<file path="config.mk">
export PLATFORM = sky130hd
export DESIGN_NAME = spi_master_param
export DESIGN_NICKNAME = d
export VERILOG_FILES = /design/src/rtl/spi_master_param.sv
export SDC_FILE = /design/constraint.sdc
export NUM_CORES = 1
export LEC_CHECK = 0
export BUFFER_PORTS_ARGS = -buffer_cell sky130_fd_sc_hd__buf_4
export CORE_MARGIN = 2
export CORE_UTILIZATION = 59
export CTS_BUF_LIST = sky130_fd_sc_hd__clkbuf_4
export DETAILED_ROUTE_END_ITERATION = 16
export GPL_ROUTABILITY_DRIVEN = 0
export PLACE_DENSITY = 0.82
export SLEW_MARGIN = 5
export SYNTH_ARGS = -nofsm -noshare
export SYNTH_HDL_FRONTEND = slang
export SYNTH_SLANG_ARGS = --single-unit
export TNS_END_PERCENT = 10
</file>
<file path="constraint.sdc">
create_clock -name clk -period 2.3 [get_ports clk]
set_input_delay 0.345 -clock clk [delete_from_list [all_inputs] [get_ports clk]]
set_output_delay 0.345 -clock clk [all_outputs]
set_load 0.02 [all_outputs]
</file>
<file path="src/rtl/spi_master_param.sv">
// spi_master_param
//   Parametrised SPI master. Runs one full-duplex word transfer per accepted
//   start, supports all four CPOL/CPHA modes and NUM_SS active-low selects,
//   and returns the received word with a one-cycle done pulse.
//
//   Optional feature macro: SPI_MASTER_LSB_FIRST_EN
//     defined   -> extra input lsb_first, captured at start, selects LSB-first
//     undefined -> MSB-first only, no lsb_first port
//
// Ports
//   clk        system clock, rising edge
//   rst        synchronous active-high reset
//   start      transfer request, honoured only in IDLE
//   cpol       SCLK idle level
//   cpha       0: sample on leading edge, 1: sample on trailing edge
//   ss_sel     index of slave to select (out-of-range selects none)
//   data_in    word to transmit
//   lsb_first  (macro only) LSB-first transfer when 1
//   data_out   last received word
//   busy       high from LEAD through TRAIL
//   done       one-cycle pulse when data_out updates
//   sclk       SPI clock
//   mosi       master out
//   miso       master in
//   ss_n       active-low slave selects
module spi_master_param #(
    parameter int unsigned DATA_W  = 8,
    parameter int unsigned CLK_DIV = 2,
    parameter int unsigned NUM_SS  = 1,
    parameter int unsigned SS_W    = (NUM_SS > 1) ? $clog2(NUM_SS) : 1
) (
    input  logic              clk,
    input  logic              rst,
    input  logic              start,
    input  logic              cpol,
    input  logic              cpha,
    input  logic [SS_W-1:0]   ss_sel,
    input  logic [DATA_W-1:0] data_in,
`ifdef SPI_MASTER_LSB_FIRST_EN
    input  logic              lsb_first,
`endif
    output logic [DATA_W-1:0] data_out,
    output logic              busy,
    output logic              done,
    output logic              sclk,
    output logic              mosi,
    input  logic              miso,
    output logic [NUM_SS-1:0] ss_n
);

    localparam int unsigned EDGES = 2 * DATA_W;
    localparam int unsigned CNT_W = $clog2(EDGES + 1);
    localparam int unsigned DIV_W = (CLK_DIV > 1) ? $clog2(CLK_DIV) : 1;

    localparam logic [CNT_W-1:0] LastEdge = CNT_W'(EDGES);
    localparam logic [CNT_W-1:0] PenEdge  = CNT_W'(EDGES - 1);
    localparam logic [DIV_W-1:0] DivLast  = DIV_W'(CLK_DIV - 1);

    typedef enum logic [2:0] {StIdle, StLead, StXfer, StTrail, StDone} state_e;

    state_e              state_q, state_d;
    logic [DIV_W-1:0]    div_q, div_d;
    logic [CNT_W-1:0]    edge_q, edge_d;    // SCLK edges already issued
    logic                cpol_q, cpol_d;
    logic                cpha_q, cpha_d;
    logic                lsb_q, lsb_d;
    logic [DATA_W-1:0]   tx_q, tx_d;        // bits still to be sent, next bit at the shift end
    logic [DATA_W-1:0]   rx_q, rx_d;
    logic [DATA_W-1:0]   data_out_q, data_out_d;
    logic                sclk_q, sclk_d;
    logic                mosi_q, mosi_d;
    logic [NUM_SS-1:0]   ss_n_q, ss_n_d;
    logic [NUM_SS-1:0]   sel_mask;
    logic                lsb_in;
    logic                lead_edge;
    logic                sample;

`ifdef SPI_MASTER_LSB_FIRST_EN
    assign lsb_in = lsb_first;
`else
    assign lsb_in = 1'b0;
`endif

    function automatic logic first_bit(input logic [DATA_W-1:0] w, input logic lsb);
        return lsb ? w[0] : w[DATA_W-1];
    endfunction

    function automatic logic [DATA_W-1:0] shift_tx(input logic [DATA_W-1:0] w,
                                                   input logic lsb);
        return lsb ? (w >> 1) : (w << 1);
    endfunction

    // First sampled bit ends up at the MSB (or LSB when lsb is set).
    function automatic logic [DATA_W-1:0] shift_rx(input logic [DATA_W-1:0] w,
                                                   input logic b, input logic lsb);
        return lsb ? {b, w[DATA_W-1:1]} : {w[DATA_W-2:0], b};
    endfunction

    // An out-of-range ss_sel matches no line, so no select is asserted.
    always_comb begin
        sel_mask = '0;
        for (int unsigned i = 0; i < NUM_SS; i++) begin
            if (ss_sel == SS_W'(i)) begin
                sel_mask[i] = 1'b1;
            end
        end
    end

    always_comb begin
        state_d    = state_q;
        div_d      = div_q;
        edge_d     = edge_q;
        cpol_d     = cpol_q;
        cpha_d     = cpha_q;
        lsb_d      = lsb_q;
        tx_d       = tx_q;
        rx_d       = rx_q;
        data_out_d = data_out_q;
        sclk_d     = sclk_q;
        mosi_d     = mosi_q;
        ss_n_d     = ss_n_q;
        lead_edge  = 1'b0;
        sample     = 1'b0;

        case (state_q)
            StIdle: begin
                sclk_d = cpol;
                div_d  = '0;
                edge_d = '0;
                if (start) begin
                    cpol_d  = cpol;
                    cpha_d  = cpha;
                    lsb_d   = lsb_in;
                    ss_n_d  = ~sel_mask;
                    rx_d    = '0;
                    state_d = StLead;
                    if (!cpha) begin
                        // cpha=0 needs the first bit on the wire before edge 1
                        mosi_d = first_bit(data_in, lsb_in);
                        tx_d   = shift_tx(data_in, lsb_in);
                    end else begin
                        tx_d = data_in;
                    end
                end
            end

            StLead, StXfer: begin
                if (div_q != DivLast) begin
                    div_d = div_q + DIV_W'(1);
                end else begin
                    div_d = '0;
                    if (edge_q == LastEdge) begin
                        // last half-period complete; sclk is back at cpol
                        state_d = StTrail;
                    end else begin
                        state_d   = StXfer;
                        sclk_d    = ~sclk_q;
                        edge_d    = edge_q + CNT_W'(1);
                        lead_edge = ~edge_q[0];
                        sample    = lead_edge ^ cpha_q;
                        if (sample) begin
                            rx_d = shift_rx(rx_q, miso, lsb_q);
                        end else if (edge_q != PenEdge) begin
                            // final trailing edge (cpha=0) has nothing left to send
                            mosi_d = first_bit(tx_q, lsb_q);
                            tx_d   = shift_tx(tx_q, lsb_q);
                        end
                    end
                end
            end

            StTrail: begin
                if (div_q != DivLast) begin
                    div_d = div_q + DIV_W'(1);
                end else begin
                    div_d      = '0;
                    state_d    = StDone;
                    ss_n_d     = '1;
                    data_out_d = rx_q;
                end
            end

            StDone: begin
                sclk_d  = cpol_q;
                state_d = StIdle;
            end

            default: begin
                state_d = StIdle;
            end
        endcase
    end

    always_ff @(posedge clk) begin
        if (rst) begin
            state_q    <= StIdle;
            div_q      <= '0;
            edge_q     <= '0;
            cpol_q     <= 1'b0;
            cpha_q     <= 1'b0;
            lsb_q      <= 1'b0;
            tx_q       <= '0;
            rx_q       <= '0;
            data_out_q <= '0;
            sclk_q     <= 1'b0;
            mosi_q     <= 1'b0;
            ss_n_q     <= '1;
        end else begin
            state_q    <= state_d;
            div_q      <= div_d;
            edge_q     <= edge_d;
            cpol_q     <= cpol_d;
            cpha_q     <= cpha_d;
            lsb_q      <= lsb_d;
            tx_q       <= tx_d;
            rx_q       <= rx_d;
            data_out_q <= data_out_d;
            sclk_q     <= sclk_d;
            mosi_q     <= mosi_d;
            ss_n_q     <= ss_n_d;
        end
    end

    assign data_out = data_out_q;
    assign sclk     = sclk_q;
    assign mosi     = mosi_q;
    assign ss_n     = ss_n_q;
    assign busy     = (state_q == StLead) || (state_q == StXfer) || (state_q == StTrail);
    assign done     = (state_q == StDone);

endmodule

</file>
# Word level (Yosys, flattened, before mapping)
# Index checks and enable logic that the tools add are counted.
word_totals:
  rom_bits: 0
  out_inout_bits: 13
  latch_bits: 0
  ram_bits: 0
  wordCells: 83
  in_bits: 15
  n_memories: 0
  ff_bits: 38
op_classes:
  bitwise_logic: 3
  n_shift: 0
  n_eq_ne: 14
  div_mod_pow: 0
  n_mux: 35
  addsub: 2
  reduce_logical: 18
  mul: 0
  magnitude_cmp: 0
ops:
  columns: ["cell", "n"]
  rows:
  - ["8-bit two-way mux", 10]
  - ["8-bit one-hot mux with 2 select lines", 2]
  - ["2-bit != test, second input constant", 8]
  - ["1-bit two-way mux", 12]
  - ["3-bit AND reduction", 4]
  - ["5-bit two-way mux", 2]
  - ["5-bit one-hot mux with 2 select lines", 1]
  - ["3-bit two-way mux", 3]
  - ["3-bit one-hot mux with 3 select lines", 1]
  - ["7-bit AND reduction", 1]
  - ["3-bit by 2-bit equality test with 1-bit output, second input constant", 2]
  - ["1-bit one-hot mux with 2 select lines", 3]
  - ["6-bit AND reduction", 1]
  - ["2-bit nonzero test", 3]
  - ["5-bit by 1-bit adder with 5-bit output, second input constant", 1]
  - ["5-bit equality test, second input constant", 1]
  - ["5-bit by 4-bit != test with 1-bit output, second input constant", 1]
  - ["5-bit AND reduction", 1]
  - ["2-bit AND reduction", 2]
  - ["3-bit by 1-bit equality test with 1-bit output, second input constant", 1]
  - ["3-bit equality test, second input constant", 1]
  - ["3-bit zero test", 1]
  - ["1-bit one-hot mux with 3 select lines", 1]
  - ["3-bit nonzero test", 1]
  - ["6 further kinds", 8]

# Logic depth before layout (Yosys ltp)
logic_depth:
  word_depth: 6
  depth_mapped: 8
  ltp_nobuf: 7

# Worst setup path after synthesis
# Ideal clock, no wire load.
synth_path:
  path_type: "reg-to-reg"
  startpoint: "register edge_q[0]"
  endpoint: "register mosi_q (netlist: mosi)"
  setup_time_ns: 0.072
  required_time_ns: 2.228
  arrival_ns: 1.772
  slack_ns: 0.456
  n_path_buf: 0
  stages_incl_launch_ff: 8
  period_less_slack_ns: 1.844
  cell_sequence: "dfxtp_1 ha_1 and3_1 ha_1 nor3b_1 nand4_2 a22oi_2 mux2i_1"
synth_between:
  elab_chain_len: 4
  elab_cells_between_ends: 8
  cone_classes: "eq/ne (5); bitwise (2); reduce/logical (1)"
synth_lines:
  columns: ["element", "line", "text"]
  rows:
  - ["start: declaration", "63", "logic [CNT_W-1:0] edge_q, edge_d;"]
  - ["start signal: assignment", "211", "edge_q <= edge_d;"]
  - ["parallel branches: the longest is 3 deep, another holds 5-bit by 4-bit != test with 1-bit output", null, null]
  - ["7-bit AND reduction (no line) *", null, null]
  - ["end signal: assignment", "219", "mosi_q <= mosi_d;"]
  - ["end: declaration", "71", "logic mosi_q, mosi_d;"]
# Every way passes the cells marked *.
# A chain may end at the register's enable or synchronous reset.

# Worst setup path after layout
layout_path:
  startpoint: "register edge_q[0]"
  endpoint: "register tx_q[7]"
layout_between:
  elab_chain_len: 4
  elab_cells_between_ends: 8
  cone_classes: "eq/ne (5); bitwise (2); reduce/logical (1)"
layout_lines:
  columns: ["element", "line", "text"]
  rows:
  - ["parallel branches: the longest is 3 deep, another holds 5-bit by 4-bit != test with 1-bit output", null, null]
  - ["6-bit AND reduction (no line) *", null, null]
  - ["end signal: assignment", "215", "tx_q <= tx_d;"]
  - ["end: declaration", "67", "logic [DATA_W-1:0] tx_q, tx_d;"]
# Marked as above.

==> summary.md <==
| Metric | Value |
|---|---|
| Grt peak-use layer | `met2` |
| Synth warn | `0` |
| Area grow syn2layout | `13.1%` |
| Clk_lat worst skew | `350 ps` |
| Cts bufs inserted | `5` |
| Buf/Inv on CP | `0` |
| WL final | `4.35 mm` |
| Starting Density | `60.7%` |
| Clock root cell | `clkbuf_4` |
| Leakage power | `0.000878 uW` |
| Largest net degree at the start of global routing | `30` |
| # hold bufs at CTS | `0` |
| Critical Path Sink Type | `flop` |
| Nets@finish | `264` |
| Hold Crit Class | `in2reg` |
| Synth Flop Type | `dfxtp_1` |
| Cell class contributing the biggest share of worst-path delay | `simple AND/OR/NAND/NOR gates` |
| Mapped Avg Cell Area | `8.82 um2` |
| Antenna violations before repair | `0` |
| Post-CTS Resized | `0` |
| Max Slew Vio Count | `0` |
| CTS H-tree lvls | `2` |
| Max cap viols | `0` |
| Post-route ant nets | `0` |
| Fill cell count | `274` |
| Critical path peak fanout | `8` |
| M1 GR Usage | `31.0%` |
| Finished Core Util | `68.6%` |
| Critical path's most frequent cell | `ha_1` |
| Chip width | `62.1 um` |
| VDD IR-drop max | `0.405 mV` |
| Wire per inst | `14.8 um` |
| Period Utilization, post-route | `91.7%` |
| Via density per instance | `6.03` |
| Cell Chain, Critical Path | `ha_1 -> and3_1 -> ha_1 -> nor3b_1 -> and4_1 -> o221ai_1 -> a21oi_1` |
| Hold Vio Cnt, Final | `0` |
| Port bufs | `27` |
| Outcome | `complete, no violations` |
| # DRC | `0` |
| Final setup TNS | `0 ps` |
| Overflow after GRT | `0` |
| Global-route met2 utilization | `41.2%` |
| Top Ports | `28` |
| Drt pass-1 iters | `4` |
| Power Density | `565 mW/mm2` |
| Number of global-route vias before repair | `1,635` |
| Row count | `21` |
| Synthesized Nets | `244` |
| #FFs+latches synth | `38` |
| Share of cells above drive strength 1 | `20.2%` |
| CP arrival | `2390 ps` |
| Slowest CP cell | `and4_1` |
| Register area share after synthesis | `38.2%` |
| Met3 Use GR | `6.52%` |
| Core ar. | `0.00328 mm2` |
| Synth Instances | `226` |
| Die H | `62.1 um` |
| Clock skew | `7.50 ps` |
| Rel. slew slack | `56.2%` |
| CP Launch Type | `flop` |
| Die area | `0.00386 mm2` |
| Worst-margin pin slew | `653 ps` |
| Starting DRC count in detailed routing | `129` |
| Crit path time final | `2110 ps` |
| Biggest cell delay along the critical path | `440 ps` |
| Maximum clock path buffer count | `2` |
| Setup CP Type | `reg2reg` |
| Worst Path Required | `2580 ps` |
| RSZ-0062 raised after global routing | `false` |
| Vias | `1,767` |
| Netlist cell types | `50` |
| Clk slew on worst S/H paths | `110 ps` |
| Synth async-reset ratio | `0%` |
| Endpoints failing setup | `0` |
| Synthesized cell area | `0.00199 mm2` |
| First-pass GRT wire length | `7.60 mm` |
| GRT Total Usage | `24.3%` |
| Antenna Cells | `0` |
| Final HPWL DP | `3.05 mm` |
| CTS tree | `built` |
| Number of flops mapped to enable cells by yosys | `0` |
| Clk sinks | `38` |
| Max Fclk | `474 MHz` |
| Post-CTS Setup Inserts | `0` |
[sequential cells by signal (all words and copies together) (netlist names)]
register / flops
cpha_q: 1
cpol_q: 1
data_out: 8
div_q: 1
edge_q: 5
mosi: 1
rx_q: 8
sclk: 1
ss_n: 1
state_q: 3
tx_q: 8
[worst register-to-register path: stages (launching register included)]
cell and delay [ps]:
dfxtp_1 390, ha_1 250, and3_1 190, ha_1 170
nor3b_1 270, and4_1 440, o221ai_1 180, a21oi_1 160
[cells by family (layout without fill, tap and decap cells)]
kind of cell	count (synthesis)	after routing	share of synthesized area, %
adders and majority gates	4	4	2.39
DFF	38	38	38.2
AOI/OAI and AO/OA	61	61	20.8
and+or+nand+nor	80	80	22.2
xor gates and xnor gates	4	4	3.08
buffers and inverters	23	44	5.34
muxes	16	16	8.10
[placed cells by master (no fill, tap or decap), drive strengths merged, types with 4 or more instances in the layout]
cell type  count
a21oi         20
buf           32
clkbuf         5
dfxtp         38
inv            4
mux2i         15
nand2         29
nand3         16
nor2           8
nor3           6
nor4b          4
o2111ai        5
o21ai         10
o221ai         8
o31ai          5
[final timing paths]
kind | slack (ps) | endpoint | from | cells after the start
setup / recovery | 190 | tx_q[7] | edge_q[0] | 7
hold / removal | 260 | ss_n | ss_sel | 3
setup reg to reg | 190 | tx_q[7] | edge_q[0] | 7
hold reg to reg | 460 | data_out[7] | data_out[7] | 2
[metrics by stage]
step / cell area [um2] / cells / setup slack [ps] / hold WS, ps / total power [uW]
floorplan: 1990 / 226 / 456 / 432 / 885
global placement: 2200 / 285 / 327 / 444 / 950
detailed placement: 2200 / 285 / 229 / 448 / 956
CTS: 2250 / 293 / 181 / 249 / 1290
global route: 2250 / 293 / 8.45 / 250 / 1340
finish: 2250 / 293 / 190 / 259 / 1270
[power by group]
part           total, uW  internal [uW]  switching, uW
logic                232           95.4            136
clock network        330            114            216
registers            711            683           28.1
[area by class of cell]
type	instances	area, um2	area share, %
inverter	4	15.0	0.666
timing repair buffer	32	240	10.7
multi-input combinational	165	1130	50.0
clock inverter	3	16.3	0.722
clock buffer	5	37.5	1.67
sequential	38	761	33.8
tap	46	57.6	2.55
[synthesized netlist by cell type (all sizes together), types with 2 or more instances]
| master | number | area share, % |
|---|---|---|
| a21oi | 20 | 5.0 |
| a31oi | 2 | 0.63 |
| and2 | 2 | 0.63 |
| and3 | 2 | 0.63 |
| buf | 8 | 2.5 |
| clkbuf | 11 | 2.1 |
| dfxtp | 38 | 38 |
| ha | 3 | 1.9 |
| inv | 4 | 0.75 |
| mux2i | 15 | 7.5 |
| nand2 | 29 | 5.5 |
| nand3 | 16 | 4.0 |
| nand3b | 3 | 1.3 |
| nor2 | 8 | 1.6 |
| nor2b | 2 | 0.63 |
| nor3 | 6 | 1.5 |
| nor4b | 4 | 1.8 |
| o2111ai | 5 | 2.2 |
| o21ai | 10 | 2.7 |
| o221ai | 8 | 3.5 |
| o22a | 2 | 0.88 |
| o31ai | 5 | 1.9 |
| xnor2 | 2 | 0.88 |
| xor2 | 2 | 2.2 |
[routing by layer]
layer | up-vias | part of all wire (%)
li1 | 875 | -
met1 | 860 | 49
met2 | 29 | 47
met3 | 3 | 3.6
met4 | 0 | 0.55
met5 | - | 0
No activity file was read; power rests on OpenSTA's default activity.
